[config.mk]
export PLATFORM = sky130hd
export DESIGN_NAME = count_scan_ctrl
export DESIGN_NICKNAME = d
export VERILOG_FILES = /design/src/rtl/count_scan_ctrl_pkg.sv /design/src/rtl/count_scan_ctrl_seg7_decode.sv /design/src/rtl/count_scan_ctrl.sv
export SDC_FILE = /design/constraint.sdc
export NUM_CORES = 1
export LEC_CHECK = 0
export CORE_MARGIN = 2
export CORE_UTILIZATION = 50
export DETAILED_ROUTE_END_ITERATION = 10
export PLACE_DENSITY = 0.81
export SLEW_MARGIN = 20
export SYNTH_ARGS = -nofsm -noshare
export SYNTH_HDL_FRONTEND = slang
export SYNTH_SLANG_ARGS = --single-unit
[constraint.sdc]
create_clock -name clk -period 3.8 [get_ports clk]
set_input_delay 0.76 -clock clk [delete_from_list [all_inputs] [get_ports clk]]
set_output_delay 0.76 -clock clk [all_outputs]
set_load 0.1 [all_outputs]
[src/rtl/count_scan_ctrl_pkg.sv]
// Shared types and constants for the BCD count/scan controller: FSM states,
// seven-segment patterns and the BCD arithmetic helpers.
package count_scan_ctrl_pkg;

    localparam int NUM_DIGITS = 4;

    typedef enum logic [1:0] {
        ST_IDLE = 2'd0,
        ST_RUN  = 2'd1,
        ST_HOLD = 2'd2
    } state_e;

    // Segment order is {g,f,e,d,c,b,a}, active high.
    localparam logic [6:0] SEG_0     = 7'b0111111;
    localparam logic [6:0] SEG_1     = 7'b0000110;
    localparam logic [6:0] SEG_2     = 7'b1011011;
    localparam logic [6:0] SEG_3     = 7'b1001111;
    localparam logic [6:0] SEG_4     = 7'b1100110;
    localparam logic [6:0] SEG_5     = 7'b1101101;
    localparam logic [6:0] SEG_6     = 7'b1111101;
    localparam logic [6:0] SEG_7     = 7'b0000111;
    localparam logic [6:0] SEG_8     = 7'b1111111;
    localparam logic [6:0] SEG_9     = 7'b1101111;
    localparam logic [6:0] SEG_BLANK = 7'b0000000;

    // Ripple one step up or down through the packed BCD digits; out-of-range
    // digits fold back into 0..9 so a corrupted value can never persist.
    function automatic logic [4*NUM_DIGITS-1:0] bcd_advance(
        input logic [4*NUM_DIGITS-1:0] val,
        input logic                    up
    );
        logic [4*NUM_DIGITS-1:0] res;
        logic                    carry;
        logic [3:0]              d;
        res   = val;
        carry = 1'b1;
        for (int i = 0; i < NUM_DIGITS; i++) begin
            d = val[4*i +: 4];
            if (carry) begin
                if (up) begin
                    if (d >= 4'd9) begin
                        res[4*i +: 4] = 4'd0;
                        carry         = 1'b1;
                    end else begin
                        res[4*i +: 4] = d + 4'd1;
                        carry         = 1'b0;
                    end
                end else begin
                    if (d == 4'd0) begin
                        res[4*i +: 4] = 4'd9;
                        carry         = 1'b1;
                    end else if (d > 4'd9) begin
                        res[4*i +: 4] = 4'd9;
                        carry         = 1'b0;
                    end else begin
                        res[4*i +: 4] = d - 4'd1;
                        carry         = 1'b0;
                    end
                end
            end
        end
        return res;
    endfunction

    function automatic logic bcd_at_limit(
        input logic [4*NUM_DIGITS-1:0] val,
        input logic                    up
    );
        return up ? (val == 16'h9999) : (val == 16'h0000);
    endfunction

endpackage

[src/rtl/count_scan_ctrl_seg7_decode.sv]
// Combinational BCD digit to seven-segment pattern; non-BCD codes blank.
module seg7_decode
    import count_scan_ctrl_pkg::*;
(
    input  logic [3:0] digit_i,
    output logic [6:0] seg_o
);

    always_comb begin
        seg_o = SEG_BLANK;
        case (digit_i)
            4'd0:    seg_o = SEG_0;
            4'd1:    seg_o = SEG_1;
            4'd2:    seg_o = SEG_2;
            4'd3:    seg_o = SEG_3;
            4'd4:    seg_o = SEG_4;
            4'd5:    seg_o = SEG_5;
            4'd6:    seg_o = SEG_6;
            4'd7:    seg_o = SEG_7;
            4'd8:    seg_o = SEG_8;
            4'd9:    seg_o = SEG_9;
            default: seg_o = SEG_BLANK;
        endcase
    end

endmodule

[src/rtl/count_scan_ctrl.sv]
// Four-digit BCD up/down counter with start/stop/clear control and a
// multiplexed seven-segment scan driver sharing one decoder.
//
// state   | meaning
// IDLE    | count zeroed, waiting for start
// RUN     | tick counter running, bcd advances every TICK_DIV cycles
// HOLD    | paused; tick count and bcd frozen until start
module count_scan_ctrl
    import count_scan_ctrl_pkg::*;
#(
    parameter int unsigned TICK_DIV = 10,
    parameter int unsigned SCAN_DIV = 4
) (
    input  logic        clk,
    input  logic        reset,
    input  logic        start,
    input  logic        stop,
    input  logic        clear,
    input  logic        up_dn,
    output logic [15:0] bcd,
    output logic [3:0]  an,
    output logic [6:0]  seg,
    output logic        running,
    output logic        wrap
);

    localparam logic [15:0] TICK_LAST = 16'(TICK_DIV - 1);
    localparam logic [15:0] SCAN_LAST = 16'(SCAN_DIV - 1);

    state_e      state_q, state_d;
    logic [15:0] tick_q, tick_d;
    logic [15:0] bcd_q, bcd_d;
    logic        wrap_q, wrap_d;
    logic        running_q, running_d;

    logic [15:0] scan_q, scan_d;
    logic [1:0]  idx_q, idx_d;
    logic [3:0]  an_q, an_d;
    logic [6:0]  seg_q, seg_d;
    logic        scan_tc;
    logic [3:0]  dec_digit;
    logic [6:0]  dec_seg;

    always_comb begin
        state_d = state_q;
        tick_d  = tick_q;
        bcd_d   = bcd_q;
        wrap_d  = 1'b0;
        case (state_q)
            ST_IDLE: begin
                if (!stop && start) state_d = ST_RUN;
            end
            ST_RUN: begin
                // A stop on the terminal tick wins: no advance, count held.
                if (stop) begin
                    state_d = ST_HOLD;
                end else if (tick_q == TICK_LAST) begin
                    tick_d = 16'd0;
                    bcd_d  = bcd_advance(bcd_q, up_dn);
                    wrap_d = bcd_at_limit(bcd_q, up_dn);
                end else begin
                    tick_d = tick_q + 16'd1;
                end
            end
            ST_HOLD: begin
                if (!stop && start) state_d = ST_RUN;
            end
            default: state_d = ST_IDLE;
        endcase
        if (clear) begin
            state_d = ST_IDLE;
            tick_d  = 16'd0;
            bcd_d   = 16'd0;
            wrap_d  = 1'b0;
        end
        running_d = (state_d == ST_RUN);
    end

    always_ff @(posedge clk) begin
        if (reset) begin
            state_q   <= ST_IDLE;
            tick_q    <= 16'd0;
            bcd_q     <= 16'd0;
            wrap_q    <= 1'b0;
            running_q <= 1'b0;
        end else begin
            state_q   <= state_d;
            tick_q    <= tick_d;
            bcd_q     <= bcd_d;
            wrap_q    <= wrap_d;
            running_q <= running_d;
        end
    end

    // The decoder looks at the digit about to be selected so seg and an
    // change together on the scan edge.
    always_comb begin
        scan_tc   = (scan_q == SCAN_LAST);
        scan_d    = scan_tc ? 16'd0 : scan_q + 16'd1;
        idx_d     = scan_tc ? idx_q + 2'd1 : idx_q;
        an_d      = scan_tc ? {an_q[2:0], an_q[3]} : an_q;
        dec_digit = bcd_q[{idx_d, 2'b00} +: 4];
        seg_d     = scan_tc ? dec_seg : seg_q;
    end

    seg7_decode u_seg7_decode (
        .digit_i (dec_digit),
        .seg_o   (dec_seg)
    );

    always_ff @(posedge clk) begin
        if (reset) begin
            scan_q <= 16'd0;
            idx_q  <= 2'd0;
            an_q   <= 4'b0001;
            seg_q  <= SEG_0;
        end else begin
            scan_q <= scan_d;
            idx_q  <= idx_d;
            an_q   <= an_d;
            seg_q  <= seg_d;
        end
    end

    assign bcd     = bcd_q;
    assign an      = an_q;
    assign seg     = seg_q;
    assign running = running_q;
    assign wrap    = wrap_q;

endmodule

======== Word-level counts from Yosys, hierarchy flattened ========
Memory sizes are Yosys's and may differ from the RTL's. A register that Yosys moved wholly into a read port is not among the register bits.
Index checks and enable logic that the tools add are counted.
storage, ports and cells
  flip-flop bits (word level) ............. 58
  memory bits (read-only) ................. 112
  input port bits ......................... 6
  memories kept ........................... 1
memories
  memory            depth  width  read ports  clocked after memory_dff  wr ports  line                               text
  (name not given)  16     7      1           1                         0         count_scan_ctrl_seg7_decode.sv:11  case (digit_i)
operators by class
  add/sub/neg operators ................... 11
  order comparisons ....................... 8
  equal/unequal tests ..................... 6
  shift-type cells ........................ 1
  muxes and demuxes ....................... 43
  bitwise operators ....................... 3
  reduce and logical (&&, ||, !) cells .... 17
operators by type and width
  operator                                                                number
  4-bit two-way mux                                                       16
  16-bit by 1-bit adder with 16-bit output, second input constant         2
  1-bit two-way mux                                                       21
  4-bit by 1-bit adder with 4-bit output, second input constant           4
  16-bit equality test, second input constant                             1
  16-bit by 2-bit equality test with 1-bit output, second input constant  1
  16-bit by 4-bit equality test with 1-bit output, second input constant  1
  4-bit >= comparator, second input constant                              4
  4-bit > comparator, second input constant                               4
  16-bit zero test                                                        1
  4-bit zero test                                                         4
  16-bit two-way mux                                                      1
  16-bit by 5-bit indexed part select with 4-bit output                   1
  4-bit by 1-bit subtractor with 4-bit output, second input constant      4
  4-bit AND reduction                                                     3
  2-bit two-way mux                                                       4
  2-bit OR reduction                                                      3
  5-bit OR reduction                                                      1
  2-bit by 1-bit equality test with 1-bit output, second input constant   2
  2-bit one-hot mux with 2 select lines                                   1
  1-bit inverter                                                          3
  3-bit AND reduction                                                     1
  2-bit by 1-bit adder with 2-bit output, second input constant           1
  2-bit equality test, second input constant                              1
  4 further kinds                                                         4

======== Longest topological paths before layout ========
Gate-level depths: netlist (run 1).
  word-level depth ........................ 15
  mapped depth ............................ 12
  mapped depth without buffers ............ 11

======== By module ========
A second synthesis (run 1) with hierarchy kept.
second synthesis, totals
  cells, all modules ...................... 492
  area, all modules ....................... 3,933.8 um^2
modules (own cells, without submodules)
  module           instances  cells an instance  area an instance (um^2)
  count_scan_ctrl  1          464                3,714.8
  seg7_decode      1          28                 219.0

======== Least setup slack after synthesis (run 1) ========
OpenSTA, ideal clock, no wires.
  path kind ............................... register to register
  from .................................... reg bcd_q[0] (netlist: bcd[0])
  to ...................................... reg bcd_q[14] (netlist: bcd[14])
  arrival time ............................ 3.125 ns
  path slack .............................. 0.605 ns
  stages on the path, launching flop included .. 10
  buffers on the path ..................... 1
  period minus slack after synthesis ...... 3.195 ns
  cell sequence ........................... dfxtp_1 inv_1 ha_1 nor3b_1 o2bb2ai_1 or3b_4 or3_1 buf_2 or3_1 a21oi_1
between the ends
  longest elaborated chain between the ends .. 15
RTL lines
  item                                                    line                                                  text
  start: declaration                                      count_scan_ctrl.sv:32                                 logic [15:0] bcd_q, bcd_d;
  start signal: assignment                                count_scan_ctrl.sv:83                                 bcd_q <= 16'd0;
  start signal: assignment                                count_scan_ctrl.sv:89                                 bcd_q <= bcd_d;
  4-bit >= comparator or 4-bit zero test (tied branches)  count_scan_ctrl_pkg.sv:41, count_scan_ctrl_pkg.sv:49
  1-bit two-way mux (on tied branches)                    count_scan_ctrl_pkg.sv:41, count_scan_ctrl_pkg.sv:49
  1-bit two-way mux (*)                                   count_scan_ctrl_pkg.sv:40                             if (up) begin
  1-bit two-way mux (*)                                   count_scan_ctrl.sv:57                                 end else if (tick_q == TICK_LAST) begin
  1-bit two-way mux (*)                                   count_scan_ctrl.sv:55                                 if (stop) begin
  1-bit two-way mux (*)                                   count_scan_ctrl.sv:49                                 case (state_q)
  1-bit two-way mux (*)                                   count_scan_ctrl_pkg.sv:39                             if (carry) begin
  1-bit two-way mux (*)                                   count_scan_ctrl.sv:57
  1-bit two-way mux (*)                                   count_scan_ctrl.sv:55
  1-bit two-way mux (*)                                   count_scan_ctrl.sv:49
  1-bit two-way mux (*)                                   count_scan_ctrl_pkg.sv:39
  1-bit two-way mux (*)                                   count_scan_ctrl.sv:57
  1-bit two-way mux (*)                                   count_scan_ctrl.sv:55
  1-bit two-way mux (*)                                   count_scan_ctrl.sv:49
  4-bit AND reduction (no source line) (*)                --
Every way passes the cells marked *; elsewhere a longest branch is shown, timed or not. The select of a mux whose other input is x is not followed.
A chain may end at the register's enable or synchronous reset.

======== Worst setup path in the final report (run 1) ========
  from .................................... reg scan_q[0]
  to ...................................... reg seg_q[3] (netlist: seg[3])
between the ends
  longest elaborated chain between the ends .. 3
RTL lines
  item                                                   line                    text
  start: declaration                                     count_scan_ctrl.sv:36   logic [15:0] scan_q, scan_d;
  start signal: assignment                               count_scan_ctrl.sv:118  scan_q <= scan_d;
  16-bit by 2-bit equality test with 1-bit output (*)    count_scan_ctrl.sv:98   scan_tc = (scan_q == SCAN_LAST);
  2-bit two-way mux                                      count_scan_ctrl.sv:100  idx_d = scan_tc ? idx_q + 2'd1 : idx_q;
  16-bit by 5-bit indexed part select with 4-bit output  count_scan_ctrl.sv:102  dec_digit = bcd_q[{idx_d, 2'b00} +: 4];
  end: declaration                                       count_scan_ctrl.sv:39   logic [6:0] seg_q, seg_d;
Every way passes the cells marked *; elsewhere a longest branch is shown, timed or not.

==> results list, run 1 <==
- The run finished with clean final reports.
- The area growth from synthesis to layout is 15.6%.
- Total half-perimeter wirelength after legalization and detailed placement: 6360 µm
- The worst register-to-register path ends at seg[3].
- The tree built by TritonCTS fans out to 65 sinks.
* Nets: 531
- During I/O placement, the number of pins put on the boundary was 35.
* Number of buffers and inverters on the critical path: 2
- At the end of routability-driven placement, the weighted congestion stood at 0.858.
* FILL cells: 663
* Final setup fails: 0
- Number of design-rule violations left by the first detailed-router iteration: 395
* Setup repair after global routing missed its margin: false
- STA classifies the critical path endpoint as a register.
- After detailed routing, the number of remaining DRC violations is 0.
- The analysis attributes to net switching a power of 381 µW.
- Critical setup path kind: register to register
- For this run, the leading register cell type out of synthesis is sky130_fd_sc_hd__dfxtp_1.
- Count of different cell masters after synthesis: 63
- Post-layout min period: 3.29 ns
- Combinational cell fraction of total power: 7.5%
- Starting Density: 51.2%
- Setup slack of the worst register-to-register path: 0.51 ns
- Crit-path slowest cell: sky130_fd_sc_hd__mux2i_1
* Tightest hold margin: 0.470 ns
- The clock network burns 43.0% of the power.
- Global-route wire length before repair: 15500 µm
* CTS tree: done
- In this run, synthesis produced a sequential element count of 65.
- Setup total negative slack on the finished layout was measured at 0 ns.
- Origin of the critical flop-to-flop path: scan_q[0]
* Worst Max-Slew Pin Slew: 1.00 ns
- The worst pin sits at a relative slew slack of 32.8%.
- Avg Synthesized Cell Area: 8.22 µm²
- Synth warn: 0
* Post-Route WL: 9100 µm
- Of the cells placed in the final design, the portion with a size suffix greater than 1 is 10.0%.
- Critical path's top delay family: multiplexers
- Die Wd: 92.5 µm
* Die Area: 8560 µm²
* Path category of the worst min-delay check: register to register
- Global routing finished with a remaining overflow of 0.
* Post-Syn Nets: 505
- The worst register-to-register path has a depth of 10.
* Data arrival, critical path: 3.51 ns
- Worst Path Required: 4.02 ns
- The max-slew violation count was 0.
- Number of antenna cells inserted: 0
- Root cell of the clock tree: sky130_fd_sc_hd__clkbuf_8
- For hold timing, the worst endpoint is an[3].
* Total power divided by cell area: 312 nW/µm²
- Post-CTS Setup Bufs: 0
- Traced cell by cell, the critical path runs through ha_1, nor4b_2, and4_1, buf_4, mux4_2, mux2i_1, inv_1, ha_1, nor3_1, o31ai_1.
- Post-CTS repair changed the size of 0 cells.
- Of all nets on the critical path, the largest fanout is 16.
- Crit start category: register
- On the worst path, the slowest cell contributes a delay of 0.56 ns.
- The analysis attributes to cell leakage a power of 1.62 nW.
* Quantity of hold-fixing buffers added after cts: 0
* Utilization of the core after routing: 59.2%
- For this run, the top clock speed supported by timing is 304 MHz.
* Placeable core region: 7650 µm²
* Sequential cell fraction of total power: 49.5%
- The clock arrives with 0.0124 ns of skew.
- Hold Violations, Final: 0
- Remaining antenna violation count after routing: 0
* Period Utilization, post-route: 86.5%
- After floorplanning, the core was divided into 32 placement rows.
- The initial antenna violation count was 0.
- Post-route total power: 1.41 mW
- Synthesis handed over a netlist of 477 instances.
- The worst-case IR drop observed on VDD is 0.276 mV.
* Worst path most repeated cell: sky130_fd_sc_hd__ha_1
- Hold_sp: an[2]
- Number of iterations in the first detailed-routing pass: 6
- In this run, synthesis inferred 0 flip-flops with an integrated enable.
- Entering global routing, the biggest net connects 22 pins.
* Clock-pin slew reported for the worst setup and hold paths after clock tree synthesis: 0.08 ns
- In this run the deepest clock path goes through 2 buffers.
- Total of buffers placed on input and output ports: 34
- Ratio of routed vias to standard cells: 5.82
- Average detailed-routed wire length per instance: 14.9 µm
- For the worst-skew pair, the clock arrives at the later sink with an insertion delay of 0.35 ns.
* Internal cell power: 1.03 mW
- Of all flip-flops after synthesis, the portion carrying an async set or reset was 0%.
- Register area share after synthesis: 33.2%
* Depth of the worst hold-timing path: 2
* Total via count in the routed design: 3550
* Post-Syn Area: 3920 µm²
* H-Tree Depth: 3
- Maximum capacitance violations: 0
- The floorplan step set the die height to 92.5 µm.
- Total clock buffers created by CTS: 9
- Total Routing Usage GR: 22.1%
* Number of global-route vias before repair: 3359
- Net Sw Frac: 26.9%
-- logic make-up after synthesis --
logic type	after synthesis	share of synthesized area (%)
simple gates	197	25.8
xor+xnor	29	6.48
mux	21	8.11
compound gates	95	14.7
fa+ha+maj	22	7.02
buf+inv	48	4.76
flops	65	33.2
-- per-stage QoR --
step / std cells / cell area, µm² / setup slack (ns)
final: 610 / 4530 / 0.513
after global routing: 610 / 4530 / 0.118
after CTS: 610 / 4530 / 0.512
after detailed placement: 594 / 4330 / 0.551
after global placement: 594 / 4330 / 0.684
after floorplan: 477 / 3920 / 0.605
-- final cells by class --
type	instances	area, µm²	share of cell area [%]
clock inverters	7	77.6	1.71
repair buffers	40	383	8.45
multi-input cells	364	2430	53.7
well taps	102	128	2.82
inverters	23	86.3	1.91
flip-flops and latches	65	1300	28.7
clock buffers	9	124	2.73
-- worst max-delay path by stage --
stage,startpoint,to,slack (ns),cells past startpoint
after floorplan,bcd[0],bcd[14],0.61,9
after global placement,up_dn,bcd[14],0.68,8
after detailed placement,up_dn,bcd[14],0.55,8
after CTS,scan_q[0],seg[3],0.51,10
after global routing,scan_q[0],seg[3],0.12,10
final,scan_q[0],seg[3],0.51,10
-- registers in the layout (all words and copies together) (netlist names) --
signal,count
seg,7
wrap,1
tick_q,16
idx_q,2
state_q,2
scan_q,16
running,1
an,4
bcd,16
-- per-layer routing --
| metal | track usage [%] | vias to the layer above | share of wire (%) |
|---|---|---|---|
| met4 | 7.59 | 0 | 0.57 |
| met2 | 37.3 | 131 | 50 |
| met1 | 27.2 | 1679 | 43 |
| li1 | - | 1733 | - |
| met5 | 0 | - | 0 |
| met3 | 6.02 | 7 | 6.2 |
-- power by group through the flow --
stage / clock network (mW) / registers, mW / logic, mW
after global routing: 0.649 / 0.702 / 0.117
after global placement: 0 / 0.715 / 0.103
after CTS: 0.614 / 0.700 / 0.106
after floorplan: 0 / 0.737 / 0.0575
after detailed placement: 0 / 0.716 / 0.106
final: 0.608 / 0.700 / 0.106
-- layout by cell type (no fill, tap or decap), types with 4 or more instances in the layout --
master                            synthesis  layout
sky130_fd_sc_hd__inv_1                   22      22
sky130_fd_sc_hd__o21ai_0                 29      29
sky130_fd_sc_hd__xnor2_1                 10      10
sky130_fd_sc_hd__xor2_1                  19      19
sky130_fd_sc_hd__nor3_1                  12      12
sky130_fd_sc_hd__a21oi_1                 31      31
sky130_fd_sc_hd__clkbuf_8                 0       9
sky130_fd_sc_hd__mux4_2                   8       8
sky130_fd_sc_hd__nand3_1                 16      16
sky130_fd_sc_hd__o31ai_1                  4       4
sky130_fd_sc_hd__buf_4                    0       7
sky130_fd_sc_hd__nor2_1                  65      65
sky130_fd_sc_hd__dfxtp_1                 65      65
sky130_fd_sc_hd__clkdlybuf4s50_1          0      33
sky130_fd_sc_hd__mux2i_1                  9       9
sky130_fd_sc_hd__nor3b_1                  7       7
sky130_fd_sc_hd__and3_1                   5       5
sky130_fd_sc_hd__nand4_1                 11      11
sky130_fd_sc_hd__nand2_1                 43      43
sky130_fd_sc_hd__ha_1                    22      22
sky130_fd_sc_hd__or3_1                    6       6
-- worst reg2reg max path: cells and delay by family (launching register included) --
family	cells	cell delay, ns
adder cells (fa/ha/maj)	2	0.56
multiplexers	2	0.89
AND/OR/NAND/NOR	3	0.80
flip-flops	1	0.39
AO/OA/AOI/OAI	1	0.08
buffers and inverters	2	0.47
-- cell usage after synthesis, drive strengths merged (4+ instances only) --
library cell / count / share of area (%)
nand3: 17 / 2.3
o31ai: 4 / 0.77
clkbuf: 19 / 1.9
a21oi: 31 / 4.0
nand2: 44 / 4.3
inv: 22 / 2.1
nand4: 11 / 1.8
nor2: 65 / 6.2
and3: 5 / 0.80
or3b: 4 / 0.96
xnor2: 10 / 2.2
ha: 22 / 7.0
buf: 6 / 0.70
mux2i: 10 / 2.7
dfxtp: 65 / 33
or3: 7 / 1.1
nor3: 12 / 1.5
xor2: 19 / 4.2
mux4: 8 / 4.6
nor3b: 8 / 1.8
o21ai: 31 / 4.0
nor4: 5 / 1.1
No activity file was read; power rests on OpenSTA's default activity.
==> run 2: changes to the inputs <==
--- a/config.mk
+++ b/config.mk
@@ -6,9 +6,9 @@
 export NUM_CORES = 1
 export LEC_CHECK = 0
 export CORE_MARGIN = 2
-export CORE_UTILIZATION = 50
+export CORE_UTILIZATION = 58
 export DETAILED_ROUTE_END_ITERATION = 10
-export PLACE_DENSITY = 0.81
+export PLACE_DENSITY = 0.9
 export SLEW_MARGIN = 20
 export SYNTH_ARGS = -nofsm -noshare
 export SYNTH_HDL_FRONTEND = slang
==> run 2 against run 1 <==
Against the previous run:
- clock-buffer cell count is 2 higher
- final cell count is 4.3% lower
- register-to-register slack better by 0.18 ns
- largest cell class unchanged
==> results list, run 2 (synthesis results as in run 1) <==
- The run finished with clean final reports.
* Remaining antenna violation count after routing: 0 (unchanged)
- The max-slew headroom at the worst pin was 32.5% (-0.33 points).
* Antenna violations before repair: 0 (unchanged)
* H-Tree Depth: 3 (unchanged)
* Cts repair resizes: 0 (unchanged)
- Data arrival, critical path: 3.39 ns (-0.12 ns)
- The cell area after placement is 4290 µm² (-0.84%).
- Root cell of the clock tree: sky130_fd_sc_hd__clkbuf_8
- The largest voltage drop on the vdd net came to 0.207 mV (-25%).
* Total of buffers placed on input and output ports: 34 (unchanged)
- The slew at the pin closest to its max-slew limit came to 1.01 ns (+0.00495 ns).
- Quantity of hold-fixing buffers added after cts: 0 (unchanged)
* Number of buffers between clock root and the deepest sink: 2 (unchanged)
- The clock sink count came to 65 (unchanged).
- Clock-pin slew reported for the worst setup and hold paths after clock tree synthesis: 0.07 ns (about the same)
- Top fanout value on the critical path: 15 (-1)
- The reported max-cap violation count is 0 (unchanged).
- Commonest cells after routing, fill and taps aside: 65 x sky130_fd_sc_hd__nor2_1, 65 x sky130_fd_sc_hd__dfxtp_1, 43 x sky130_fd_sc_hd__nand2_1, 34 x sky130_fd_sc_hd__clkdlybuf4s50_1, 31 x sky130_fd_sc_hd__a21oi_1
- Area delta synth->final: 14.6%
- Post-Route WL: 8990 µm (-1.2%)
- Average detailed-routed wire length per instance: 15.4 µm (+3.2%)
- Crit start category: register
- The fraction of the cycle the final worst path needs is 81.8% (-4.7 points).
- The path depth of the worst reg2reg path came to 8 (-2).
- The required time at the endpoint of the critical path is 4.08 ns (+0.06 ns).
- Placement Setup Slack: 0.426 ns (-0.125 ns)
* Final setup fails: 0 (unchanged)
* Nets: 530 (-0.19%)
- Hold Violations, Final: 0 (unchanged)
- Number of iterations in the first detailed-routing pass: 6 (unchanged)
- The antenna diode instance count was 0 (unchanged).
- The tightest hold margin was 0.471 ns (+0.000890 ns).
* Ratio of routed vias to standard cells: 6.18 (+6.3%)
* Global-route wire length before repair: 14800 µm (-4.5%)
- Number of standard-cell rows in the floorplan: 29 (-9.4%)
- The die outline area was 7430 µm² (-13%).
- The clock skew came to 0.00904 ns (-0.00338 ns).
- The final instance area came to 4490 µm² (-0.91%).
- The total power density per cell area was 310 nW/µm² (-0.57%).
- Number of design-rule violations left by the first detailed-router iteration: 423 (+7.1%)
* Path category of the worst min-delay check: register to register
* Placeable core region: 6460 µm² (-16%)
* Number of instances in the placed design: 568 (-4.4%)
- TritonCTS built the clock tree.
- The later-pin clock latency in the skew report is 0.35 ns (about the same).
- Total Routing Usage GR: 24.6% (+2.5 points)
- The setup slack after layout was 0.690 ns (+0.177 ns).
* Number of design rule violations left after detail routing: 0 (unchanged)
* Setup_tns: 0 ns (unchanged)
- Sort of element at the end of the critical path: register
* Starting Density: 60.7% (+9.4 points)
- Critical setup path kind: register to register
- Share of post-route cells with drive strength above 1: 9.47% (-0.57 points)
* Total half-perimeter wirelength after legalization and detailed placement: 6160 µm (-3.2%)
* Overflow left after global routing: 0 (unchanged)
- Maximum number of pins on one net before global-route repair: 24 (+9.1%)
* Achievable frequency: 322 MHz (+5.7%)
* Total clock buffers created by CTS: 9 (unchanged)
- The post-CTS setup repair buffer count was 0 (unchanged).
* Die Wd: 86.2 µm (-6.8%)
* Number of slew-limit violations in the final report: 0 (unchanged)
- Post-layout min period: 3.11 ns (-0.177 ns)
* Total via count in the routed design: 3612 (+1.7%)
* Static leakage power: 1.61 nW (-0.80%)
* Number of ports placed on the die boundary: 35 (unchanged)
* Post-route total power: 1.39 mW (-1.5%)
* Vertical die dimension: 86.2 µm (-6.8%)
* Number of standard cells in the final layout excluding fillers: 584 (-4.3%)
- The worst hold path depth came to 1 (-1).
* Utilization of the core after routing: 69.5% (+10 points)
* Number of global-route vias before repair: 3252 (-3.2%)
- The placer's final routability congestion estimate came to 0.919 (+7.1%).
- Setup repair after global routing left no endpoint under its margin.
## run 2: worst paths after layout
kind	start	endpoint	slack, ns
worst max register to register	scan_q[0]	seg[6]	0.69
worst max-delay path	scan_q[0]	seg[6]	0.69
worst min register to register	scan_q[0]	scan_q[0]	0.47
worst min-delay path	scan_q[0]	scan_q[0]	0.47
## run 2: final cells by class
| cell class | instances | area (µm²) |
|---|---|---|
| Fill cell | 503 | 1970 |
| Clock inverter | 5 | 55.1 |
| Inverter | 23 | 86.3 |
| Clock buffer | 11 | 141 |
| Timing Repair Buffer | 39 | 378 |
| Multi-Input combinational cell | 364 | 2430 |
| Tap cell | 77 | 96.3 |
| Sequential cell | 65 | 1300 |
## run 2: critical path, cell delays in order (launching register included)
cell,delay [ns]
sky130_fd_sc_hd__dfxtp_1,0.37
sky130_fd_sc_hd__ha_1,0.21
sky130_fd_sc_hd__nor4b_2,0.23
sky130_fd_sc_hd__and4_1,0.40
sky130_fd_sc_hd__buf_4,0.28
sky130_fd_sc_hd__mux4_2,0.58
sky130_fd_sc_hd__mux2i_2,0.44
sky130_fd_sc_hd__mux2_2,0.39
sky130_fd_sc_hd__o21ai_1,0.14
## run 2: metal layers
layer / vias up / GRT usage (%) / wire [µm]
met4: 0 / 10.7 / 174
met3: 18 / 5.05 / 525
met5: - / 0 / 0
li1: 1741 / - / -
met1: 1712 / 31.2 / 3900
met2: 141 / 40.8 / 4400
## run 2: power by group
group / internal [mW] / total, mW / switching (mW) / leakage, nW
combinational: 0.0342 / 0.105 / 0.0705 / 0.985
sequential: 0.690 / 0.700 / 0.0104 / 0.525
clock: 0.319 / 0.588 / 0.270 / 0.0953
==> run 3: changes to the inputs <==
--- a/config.mk
+++ b/config.mk
@@ -6,9 +6,9 @@
 export NUM_CORES = 1
 export LEC_CHECK = 0
 export CORE_MARGIN = 2
-export CORE_UTILIZATION = 58
+export CORE_UTILIZATION = 52
 export DETAILED_ROUTE_END_ITERATION = 10
-export PLACE_DENSITY = 0.9
+export PLACE_DENSITY = 0.86
 export SLEW_MARGIN = 20
 export SYNTH_ARGS = -nofsm -noshare
 export SYNTH_HDL_FRONTEND = slang
==> constraint.sdc (replaced) <==
create_clock -name clk -period 2.6 [get_ports clk]
set_input_delay 0.52 -clock clk [delete_from_list [all_inputs] [get_ports clk]]
set_output_delay 0.52 -clock clk [all_outputs]
set_load 0.1 [all_outputs]
==> run 3 against run 2 <==
Against the previous run:
- setup slack worse by 0.69 ns
- via count is 2.9% higher
- critical path depth is 2 higher
- critical endpoint is now seg[3]
- die area is 11% higher
- routed wire length is 7.8% higher
- clock-buffer cell count is 1 lower
- fmax is 20% higher
- combinational power is 80% higher
==> results list, run 3 (synthesis results as in run 1) <==
- Antenna violations before repair: 0 (unchanged)
* Clock sink count: 65 (unchanged)
* Die Area: 8250 µm² (+11%)
* Peak supply drop: 0.262 mV (+27%)
- The final number of hold-violating endpoints came to 0 (unchanged).
- Worst R2R Path Depth: 10 (+2)
- Final setup fails: 0 (unchanged)
- The reported max-cap violation count is 0 (unchanged).
* Number of global-route vias before repair: 3514 (+8.1%)
* Number of antenna cells inserted: 0 (unchanged)
- Worst slew margin relative to its limit: 59.2% (+27 points)
- Number of design rule violations left after detail routing: 0 (unchanged)
- FILL cells: 581 (+16%)
- Clock-pin slew reported for the worst setup and hold paths after clock tree synthesis: 0.08 ns (about the same)
- Total of buffers placed on input and output ports: 34 (unchanged)
- The required time at the endpoint of the critical path was 2.88 ns (-1.20 ns).
- Placeable core region: 7290 µm² (+13%)
* Number of buffers between clock root and the deepest sink: 2 (unchanged)
* Starting Density: 53.7% (-6.9 points)
- Top fanout value on the critical path: 4 (-11)
- Worst setup startpoint: scan_q[15]
- The time the worst path needs with I/O delays and setup came to 2.60 ns (-0.511 ns).
- The placer's final routability congestion estimate was 0.881 (-4.1%).
- Maximum number of pins on one net before global-route repair: 23 (-4.2%)
- The total overflow reported by the global router came to 0 (unchanged).
- Setup repair after global routing missed its margin: true
- Critical setup path kind: register to register
* CTS tree: done
- Most common cell after layout, fill and taps aside: sky130_fd_sc_hd__buf_4
* Average detailed-routed wire length per instance: 15.0 µm (-2.3%)
- Ratio of routed vias to standard cells: 5.77 (-6.7%)
* Utilization of the core after routing: 66.3% (-3.2 points)
- The total power density per cell area was 413 nW/µm² (+33%).
- Global-route wire length before repair: 16200 µm (+9.4%)
- The total iterations of the first detailed-routing run was 6 (unchanged).
- Worst skew pair latency: 0.35 ns (about the same)
- The floorplan die width came to 90.8 µm (+5.4%).
- The depth of the CTS H-tree came to 3 (unchanged).
- Number of slew-limit violations in the final report: 0 (unchanged)
* Clock Skew: 0.0132 ns (+0.00419 ns)
- The via count of the routed design came to 3716 (+2.9%).
* Total half-perimeter wirelength after legalization and detailed placement: 6790 µm (+10%)
- The most critical setup path has its endpoint at seg[3].
- Area of the multi-input gates: 2530 µm² (+4.1%)
* Path category of the worst min-delay check: register to register
- Capturing point of the worst reg2reg path: seg[3]
* Static leakage power: 1.84 nW (+15%)
- The flow ran to the end, and the final reports show no timing, DRC or antenna violations.
- Sort of element at the end of the critical path: register
* Nets: 568 (+7.2%)
- The number of buffers added by the clock tree synthesis step came to 9 (unchanged).
* Worst Max-Slew Pin Slew: 0.594 ns (-0.415 ns)
* Number of design-rule violations left by the first detailed-router iteration: 258 (-39%)
* Hold_sp: an[2]
- STA classifies the critical path startpoint as a register.
* Setup slack of the worst register-to-register path: 0.001 ns (-0.69 ns)
- Flip-flop and latch area: 1320 µm² (+1.4%)
- Vertical die dimension: 90.8 µm (+5.4%)
- Root cell of the clock tree: sky130_fd_sc_hd__clkbuf_8
- The overall routed net length was 9690 µm (+7.8%).
- In this run the critical register-to-register path is launched from scan_q[15].
- Period Utilization, post-route: 100% (+18 points)
- Total Routing Usage GR: 23.7% (-0.90 points)
- The share of final-layout standard cells stronger than drive strength 1 came to 26.1% (+17 points).
* Remaining antenna violation count after routing: 0 (unchanged)
* Commonest cells after routing, fill and taps aside: 71 x sky130_fd_sc_hd__buf_4, 64 x sky130_fd_sc_hd__nor2_1, 54 x sky130_fd_sc_hd__dfxtp_1, 42 x sky130_fd_sc_hd__nand2_1, 31 x sky130_fd_sc_hd__a21oi_1
- Number of standard-cell rows in the floorplan: 31 (+6.9%)
* Area delta synth->final: 23.4%
- Data arrival, critical path: 2.87 ns (-0.52 ns)
- The tightest hold margin came to 0.480 ns (+0.00895 ns).
* Achievable frequency: 385 MHz (+20%)
* Number of ports placed on the die boundary: 35 (unchanged)
## run 3: cell types whose count changed in the layout (fill, tap and decap cells not counted), moves of 4 or more
cell	before	now
sky130_fd_sc_hd__dfxtp_2	0	9
sky130_fd_sc_hd__dfxtp_1	65	54
sky130_fd_sc_hd__buf_4	5	71
sky130_fd_sc_hd__o21ai_0	29	25
sky130_fd_sc_hd__clkdlybuf4s50_1	34	5
sky130_fd_sc_hd__ha_1	22	18
## run 3: cell type report
cell class	count	share of cell area, %
Clock buffer	10	2.85
Clock inverter	6	0.880
Inverter	23	1.79
Multi-Input combinational cell	364	52.3
Sequential cell	65	27.3
Tap cell	99	2.56
Timing Repair Buffer	77	12.3
## run 3: per-stage QoR
step / std cells / power, mW / setup WS, ns / cell area (µm²) / TNS [ns]
5_1_grt: 644 / 2.07 / -0.187 / 4830 / -0.713
3_3_place_gp: 627 / 1.22 / -0.0414 / 4590 / -0.0691
4_1_cts: 643 / 2.01 / 0.00361 / 4790 / 0
2_1_floorplan: 477 / 1.17 / -0.0292 / 3990 / -0.0292
3_5_place_dp: 627 / 1.22 / -0.109 / 4590 / -0.582
6_report: 644 / 2.00 / 0.000998 / 4830 / 0
## run 3: worst min-delay path by stage
stage | to | cells after the start
2_1_floorplan | scan_q[0] | 1
3_3_place_gp | an[3] | 2
3_5_place_dp | an[3] | 2
4_1_cts | an[3] | 2
5_1_grt | an[3] | 2
6_report | an[3] | 2
## run 3: routing by layer
metal  GRT usage (%)  wire [µm]  up-vias
met5               0          0        -
met3            6.51        580       16
li1                -          -     1813
met2            40.9       4920      147
met4            7.32        119        0
met1            28.8       4070     1740
## run 3: worst max-delay path: stages, from the launching register on
cell and delay [ns]:
sky130_fd_sc_hd__dfxtp_1 0.34, sky130_fd_sc_hd__nor4_2 0.33, sky130_fd_sc_hd__and4_4 0.32, sky130_fd_sc_hd__mux4_2 0.54
sky130_fd_sc_hd__mux2i_4 0.17, sky130_fd_sc_hd__inv_2 0.06, sky130_fd_sc_hd__ha_2 0.19, sky130_fd_sc_hd__nand2_2 0.06
sky130_fd_sc_hd__nor2_1 0.04, sky130_fd_sc_hd__o31a_1 0.29, sky130_fd_sc_hd__o31ai_1 0.18
## run 3: power breakdown
part | switching [mW] | internal, mW | leakage (nW)
combinational | 0.118 | 0.0713 | 1.23
sequential | 0.0123 | 1.01 | 0.531
clock | 0.418 | 0.373 | 0.0887
## run 3: timing repair
action                                  CTS  global route
setup buffers                             0             2
pin swaps                                 0             6
gates cloned                              0             0
hold buffers                              0             0
resized for setup                         6            13
endpoints found under the setup margin    7             8
